--- config.mk ---
export PLATFORM = sky130hd
export DESIGN_NAME = tl_get_fragment_ctrl_flat
export DESIGN_NICKNAME = d
export VERILOG_FILES = /design/src/rtl/tl_get_fragment_ctrl_if.sv /design/src/rtl/tl_get_fragment_ctrl.sv /design/src/flat_wrapper.sv
export SDC_FILE = /design/constraint.sdc
export NUM_CORES = 1
export LEC_CHECK = 0
export ABC_AREA = 1
export BUFFER_PORTS_ARGS = -buffer_cell sky130_fd_sc_hd__clkbuf_2
export CAP_MARGIN = 20
export CELL_PAD_IN_SITES_DETAIL_PLACEMENT = 0
export CELL_PAD_IN_SITES_GLOBAL_PLACEMENT = 1
export CORE_ASPECT_RATIO = 0.75
export CORE_MARGIN = 4
export CORE_UTILIZATION = 40
export DETAILED_ROUTE_END_ITERATION = 7
export PLACE_DENSITY_LB_ADDON = 0.1
export SYNTH_ARGS = -nofsm -noshare
export SYNTH_HDL_FRONTEND = slang
export SYNTH_SLANG_ARGS = --single-unit
--- constraint.sdc ---
create_clock -name clock -period 4.5 [get_ports clock]
set_input_delay 0.9 -clock clock [delete_from_list [all_inputs] [get_ports clock]]
set_output_delay 0.9 -clock clock [all_outputs]
set_load 0.05 [all_outputs]
--- src/rtl/tl_get_fragment_ctrl_if.sv ---
// Bundle of the hold/repeat buffer dequeue side and the fragment output channel.
// The master modport is the fragment controller's view; slave is the environment.
interface tl_get_fragment_ctrl_if #(
    parameter int MAX_SIZE = 6,
    parameter int ADDR_W   = 32,
    parameter int SOURCE_W = 4
);
    localparam int CNT_W = (MAX_SIZE >= 14) ? 1 : 15 - MAX_SIZE;

    logic                rep_deq_valid;
    logic                rep_deq_ready;
    logic [2:0]          rep_deq_opcode;
    logic [3:0]          rep_deq_size;
    logic [SOURCE_W-1:0] rep_deq_source;
    logic [ADDR_W-1:0]   rep_deq_address;
    logic                rep_repeat;
    logic                out_valid;
    logic                out_ready;
    logic [2:0]          out_opcode;
    logic [3:0]          out_size;
    logic [SOURCE_W-1:0] out_source;
    logic [ADDR_W-1:0]   out_address;
    logic                out_last;
    logic [CNT_W-1:0]    out_frag;

    modport master (
        input  rep_deq_valid, rep_deq_opcode, rep_deq_size, rep_deq_source, rep_deq_address,
        input  out_ready,
        output rep_deq_ready, rep_repeat,
        output out_valid, out_opcode, out_size, out_source, out_address, out_last, out_frag
    );

    modport slave (
        output rep_deq_valid, rep_deq_opcode, rep_deq_size, rep_deq_source, rep_deq_address,
        output out_ready,
        input  rep_deq_ready, rep_repeat,
        input  out_valid, out_opcode, out_size, out_source, out_address, out_last, out_frag
    );
endinterface

--- src/rtl/tl_get_fragment_ctrl.sv ---
// Splits an oversized Get held in a repeat buffer into MAX_SIZE-aligned fragments,
// driving the buffer's repeat input until the final fragment fires.
module tl_get_fragment_ctrl #(
    parameter int MAX_SIZE = 6,
    parameter int ADDR_W   = 32,
    parameter int SOURCE_W = 4
) (
    input  logic                     clock,
    input  logic                     reset,
    tl_get_fragment_ctrl_if.master   bus,
    output logic                     err_sticky
);
    localparam int CNT_W = (MAX_SIZE >= 14) ? 1 : 15 - MAX_SIZE;
    localparam logic [2:0] OP_GET = 3'd4;

    typedef enum logic {IDLE, BURST} state_t;

    logic [CNT_W-1:0]    cnt_reg;
    logic [2:0]          opcode_lat_reg;
    logic [3:0]          size_lat_reg;
    logic [SOURCE_W-1:0] source_lat_reg;
    logic [ADDR_W-1:0]   address_lat_reg;
    logic                err_reg;

    state_t              state;
    logic                frag;
    logic                fire;
    logic                last;
    logic                mismatch;
    logic [3:0]          shift;
    logic [15:0]         span;
    logic [CNT_W-1:0]    last_idx;

    assign state = (cnt_reg == '0) ? IDLE : BURST;

    always_comb begin
        frag     = (bus.rep_deq_opcode == OP_GET) && (bus.rep_deq_size > 4'(MAX_SIZE));
        shift    = frag ? (bus.rep_deq_size - 4'(MAX_SIZE)) : 4'd0;
        // span is at most 2^15, so 16 bits hold it; the index of the last fragment fits CNT_W
        span     = 16'd1 << shift;
        last_idx = CNT_W'(span - 16'd1);
        last     = (cnt_reg == last_idx);
        fire     = bus.rep_deq_valid & bus.out_ready;
        mismatch = (bus.rep_deq_opcode  != opcode_lat_reg)  ||
                   (bus.rep_deq_size    != size_lat_reg)    ||
                   (bus.rep_deq_source  != source_lat_reg)  ||
                   (bus.rep_deq_address != address_lat_reg);
    end

    assign bus.out_valid     = bus.rep_deq_valid;
    assign bus.rep_deq_ready = bus.out_ready;
    assign bus.out_opcode    = bus.rep_deq_opcode;
    assign bus.out_source    = bus.rep_deq_source;
    assign bus.out_size      = frag ? 4'(MAX_SIZE) : bus.rep_deq_size;
    assign bus.out_address   = bus.rep_deq_address + (ADDR_W'(cnt_reg) << MAX_SIZE);
    assign bus.out_frag      = cnt_reg;
    assign bus.out_last      = last;
    assign bus.rep_repeat    = bus.rep_deq_valid & frag & ~last;
    assign err_sticky        = err_reg;

    always_ff @(posedge clock) begin
        if (reset) begin
            cnt_reg         <= '0;
            err_reg         <= 1'b0;
            opcode_lat_reg  <= '0;
            size_lat_reg    <= '0;
            source_lat_reg  <= '0;
            address_lat_reg <= '0;
        end else begin
            if (fire) begin
                cnt_reg <= last ? '0 : cnt_reg + 1'b1;
            end
            if (fire && frag && state == IDLE) begin
                opcode_lat_reg  <= bus.rep_deq_opcode;
                size_lat_reg    <= bus.rep_deq_size;
                source_lat_reg  <= bus.rep_deq_source;
                address_lat_reg <= bus.rep_deq_address;
            end
            // The buffer must keep presenting the same request for the whole burst
            if (state == BURST && (!bus.rep_deq_valid || mismatch)) begin
                err_reg <= 1'b1;
            end
        end
    end
endmodule

--- src/flat_wrapper.sv ---
// flat-port wrapper written by rule: the top's interface ports become plain ports
module tl_get_fragment_ctrl_flat 
#(
    parameter int MAX_SIZE = 6,
    parameter int ADDR_W   = 32,
    parameter int SOURCE_W = 4
)
  (clock, reset, err_sticky, bus_rep_deq_valid, bus_rep_deq_opcode, bus_rep_deq_size, bus_rep_deq_source, bus_rep_deq_address, bus_out_ready, bus_rep_deq_ready, bus_rep_repeat, bus_out_valid, bus_out_opcode, bus_out_size, bus_out_source, bus_out_address, bus_out_last, bus_out_frag);
  tl_get_fragment_ctrl_if #(.MAX_SIZE(MAX_SIZE), .ADDR_W(ADDR_W), .SOURCE_W(SOURCE_W)) bus_i ();
  input  logic clock;
  input  logic reset;
  output logic err_sticky;
  input wire logic [$bits(bus_i.rep_deq_valid)-1:0] bus_rep_deq_valid;
  input wire logic [$bits(bus_i.rep_deq_opcode)-1:0] bus_rep_deq_opcode;
  input wire logic [$bits(bus_i.rep_deq_size)-1:0] bus_rep_deq_size;
  input wire logic [$bits(bus_i.rep_deq_source)-1:0] bus_rep_deq_source;
  input wire logic [$bits(bus_i.rep_deq_address)-1:0] bus_rep_deq_address;
  input wire logic [$bits(bus_i.out_ready)-1:0] bus_out_ready;
  output wire logic [$bits(bus_i.rep_deq_ready)-1:0] bus_rep_deq_ready;
  output wire logic [$bits(bus_i.rep_repeat)-1:0] bus_rep_repeat;
  output wire logic [$bits(bus_i.out_valid)-1:0] bus_out_valid;
  output wire logic [$bits(bus_i.out_opcode)-1:0] bus_out_opcode;
  output wire logic [$bits(bus_i.out_size)-1:0] bus_out_size;
  output wire logic [$bits(bus_i.out_source)-1:0] bus_out_source;
  output wire logic [$bits(bus_i.out_address)-1:0] bus_out_address;
  output wire logic [$bits(bus_i.out_last)-1:0] bus_out_last;
  output wire logic [$bits(bus_i.out_frag)-1:0] bus_out_frag;
  assign bus_i.rep_deq_valid = bus_rep_deq_valid;
  assign bus_i.rep_deq_opcode = bus_rep_deq_opcode;
  assign bus_i.rep_deq_size = bus_rep_deq_size;
  assign bus_i.rep_deq_source = bus_rep_deq_source;
  assign bus_i.rep_deq_address = bus_rep_deq_address;
  assign bus_i.out_ready = bus_out_ready;
  assign bus_rep_deq_ready = bus_i.rep_deq_ready;
  assign bus_rep_repeat = bus_i.rep_repeat;
  assign bus_out_valid = bus_i.out_valid;
  assign bus_out_opcode = bus_i.out_opcode;
  assign bus_out_size = bus_i.out_size;
  assign bus_out_source = bus_i.out_source;
  assign bus_out_address = bus_i.out_address;
  assign bus_out_last = bus_i.out_last;
  assign bus_out_frag = bus_i.out_frag;
  tl_get_fragment_ctrl #(.MAX_SIZE(MAX_SIZE), .ADDR_W(ADDR_W), .SOURCE_W(SOURCE_W)) u_core (.clock(clock), .reset(reset), .bus(bus_i), .err_sticky(err_sticky));
endmodule
==> flow_summary.ini <==
[synthesis]
netlist_top_cells_area = dfxtp_1 (28%), nand2_1 (9.5%), inv_1 (8.2%)
async_flop_share_pct = 0
synth_nets = 627
ys_ff_latch = 53
netlist_instances = 566
yosys_warnings = 0
avgSynthCellArea_um2 = 6.72
synth_seq_area_share_pct = 27.9
ys_top_cells_by_count = nand2_1 (96), inv_1 (83), o21ai_0 (57)
netlist_area_mm2 = 0.00381
ys.flop_type = dfxtp_1
yosysMostFrequentCell = nand2_1
synth_area_leader_cell = dfxtp_1
yosysTopAreaCellShare_pct = 27.9
synth-edff-count = 0
synthDistinctLibCells = 39

[worst_setup_path]
critPathMaxFanout = 5
cp.arrival_ns = 3.24
cp-end-kind = output pin
regToRegSetupSlack_ns = 2.28
worstPathRequired_ns = 3.60
worstSetupPathType = input pin to output pin
rr_worst_depth = 9
cp-start-kind = input pin

[cts]
post-cts-setup-buffer-count = 0
numCtsBuffers = 5
cts_resized = 0
cts_root_buf = clkbuf_16
clockBufferDepth = 2
htreeDepth = 2
hold_buffers = 0
path_clk_slew_ns = 0.06
cts_sinks = 53
cts_tree = yes
clock_latency_ns = 0.29

[hold_path]
min_path_type = flip-flop to flip-flop
hold_depth = 2

[timing]
min_period_ns = 4.14
fin_hold_ws_ns = 0.468
worstMarginPinSlew_ns = 0.712
timing.final.ws_setup_ns = 0.357
max_freq_mhz = 241
finalSetupTns_ns = 0
period_share_pct = 92.1
finalHoldViolCount = 0
rsz0062_at_grt = no
slew_headroom_pct = 52.5
setup_viol = 0
slew_violations = 0
clock-skew-final_ns = 0.00548

[power_and_ir_drop]
power.total_uw = 1180
pwr-share-seq_pct = 41.1
ir_drop_mv = 0.157
p_per_area_mw_per_mm2 = 262
p_leak_uw = 0.00218
p_clk_share_pct = 32.8
p_sw_share_pct = 34.2
p_int_uw = 775
combPwrFrac_pct = 26.1
switchingPower_uw = 402

[final_layout]
drive_above_1_share_pct = 20.8
largest_register_ffs = 32
area_growth_pct = 17.8
final_core_util_pct = 49.0
final_nets = 711
antennaDiodeCount = 0

[placed_design]
gp_congestion = 0.853
portBuffers = 103
place_ws_ns = 0.378
hpwlAfterDp_um = 8990

[drt]
wl_um = 11200
ant_nets = 0
drtIter0Drc = 259
vias = 3876
wl_per_cell_um = 14.4
avgViaCountPerCell = 4.98
first_pass_iters = 5
remaining_drc_errors = 0

[global_route]
grt_antenna_before_repair = 0
grt_max_degree = 84
grt_use_total_pct = 20.3
grt_pass1_vias = 3631
gr-total-overflow = 0
grt_pass1_wl_um = 18400

[floorplan]
fp-row-count = 30
initial_core_util_pct = 41.6
dieArea_mm2 = 0.0112
io_pins = 104
die_h_um = 92.5
core-area_mm2 = 0.00916
fp.dieW_um = 121

[run]
cap_violations = 0

[run_status]
status = finished, final reports clean
[stage by stage]
step,std cells,cell area [µm²]
floorplan,566,3810
global route,778,4480
finish,778,4480
global placement,770,4320
CTS,777,4470
detailed placement,770,4320
[path summary, 6_finish.rpt]
| path | start | endpoint |
|---|---|---|
| setup / recovery | bus_rep_deq_address[6] | bus_out_address[22] |
| hold / removal | u_core.opcode_lat_reg[0] | u_core.opcode_lat_reg[0] |
| setup reg to reg | u_core.bus.out_frag[1] | u_core.address_lat_reg[19] |
| hold reg to reg | u_core.opcode_lat_reg[0] | u_core.opcode_lat_reg[0] |
[layout make-up]
| class | count | area [µm²] |
|---|---|---|
| timing repair buffer | 105 | 538 |
| multi-input combinational | 397 | 2250 |
| inverter | 88 | 330 |
| clock buffer | 6 | 139 |
| fill | 994 | 4670 |
| clock inverter | 1 | 7.51 |
| sequential | 53 | 1060 |
| tap | 128 | 160 |
[per-layer routing]
metal | vias up | routed length [µm] | part of all wire (%) | track usage (%)
met5 | - | 0 | 0 | 0
met4 | 0 | 51 | 0.46 | 3.11
met3 | 4 | 636 | 5.7 | 2.50
met2 | 108 | 4510 | 40 | 29.4
met1 | 1754 | 6010 | 54 | 32.3
li1 | 2010 | - | - | -
[logic make-up after synthesis]
| logic type | count (synthesis) | synth area share (%) |
|---|---|---|
| buffers and inverters | 116 | 13.2 |
| adder cells (fa/ha/maj) | 14 | 4.80 |
| AND/OR/NAND/NOR | 212 | 26.2 |
| AO/OA/AOI/OAI | 129 | 18.2 |
| flip-flops | 53 | 27.9 |
| XOR/XNOR | 42 | 9.66 |
[cells in the final DEF (no fill, tap or decap), types with 2 or more instances in the layout]
cell type / Yosys / final
nand4_1: 7 / 7
ha_1: 13 / 13
dfxtp_1: 53 / 53
o21ai_2: 2 / 2
inv_1: 83 / 83
a21o_1: 2 / 2
xor2_1: 34 / 34
a22o_1: 2 / 2
nand3b_1: 5 / 5
nand3_2: 2 / 2
nor2_2: 3 / 3
o22ai_1: 11 / 11
nor3_2: 1 / 2
nor4_1: 5 / 5
xnor2_1: 8 / 8
nand3_4: 2 / 2
nor2_1: 42 / 42
clkbuf_16: 0 / 5
clkbuf_2: 0 / 103
inv_2: 3 / 3
nand3_1: 27 / 27
a21oi_1: 49 / 49
nor3_1: 12 / 11
o21ai_0: 57 / 57
nor3b_1: 2 / 2
nand2_1: 96 / 96
clkinv_1: 2 / 2
nand2_2: 5 / 5
[worst max-delay path, cell delays in order]
cell,delay [ns]
clkbuf_2,0.10
ha_1,0.17
inv_1,0.06
fa_1,0.41
nand3b_1,0.20
nor2_1,0.11
nor2_1,0.10
o21ai_2,0.15
nand2_1,0.08
a21oi_2,0.18
nand2_1,0.16
nor2_1,0.16
xor2_1,0.16
clkbuf_2,0.29
[power groups by stage]
stage | Sequential (µW) | Combinational, µW | Clock, µW
global route | 484 | 335 | 411
detailed placement | 494 | 306 | 0
global placement | 494 | 304 | 0
CTS | 483 | 307 | 395
finish | 483 | 307 | 386
floorplan | 500 | 217 | 0
Note: power is estimated with default switching activity, not from simulation.
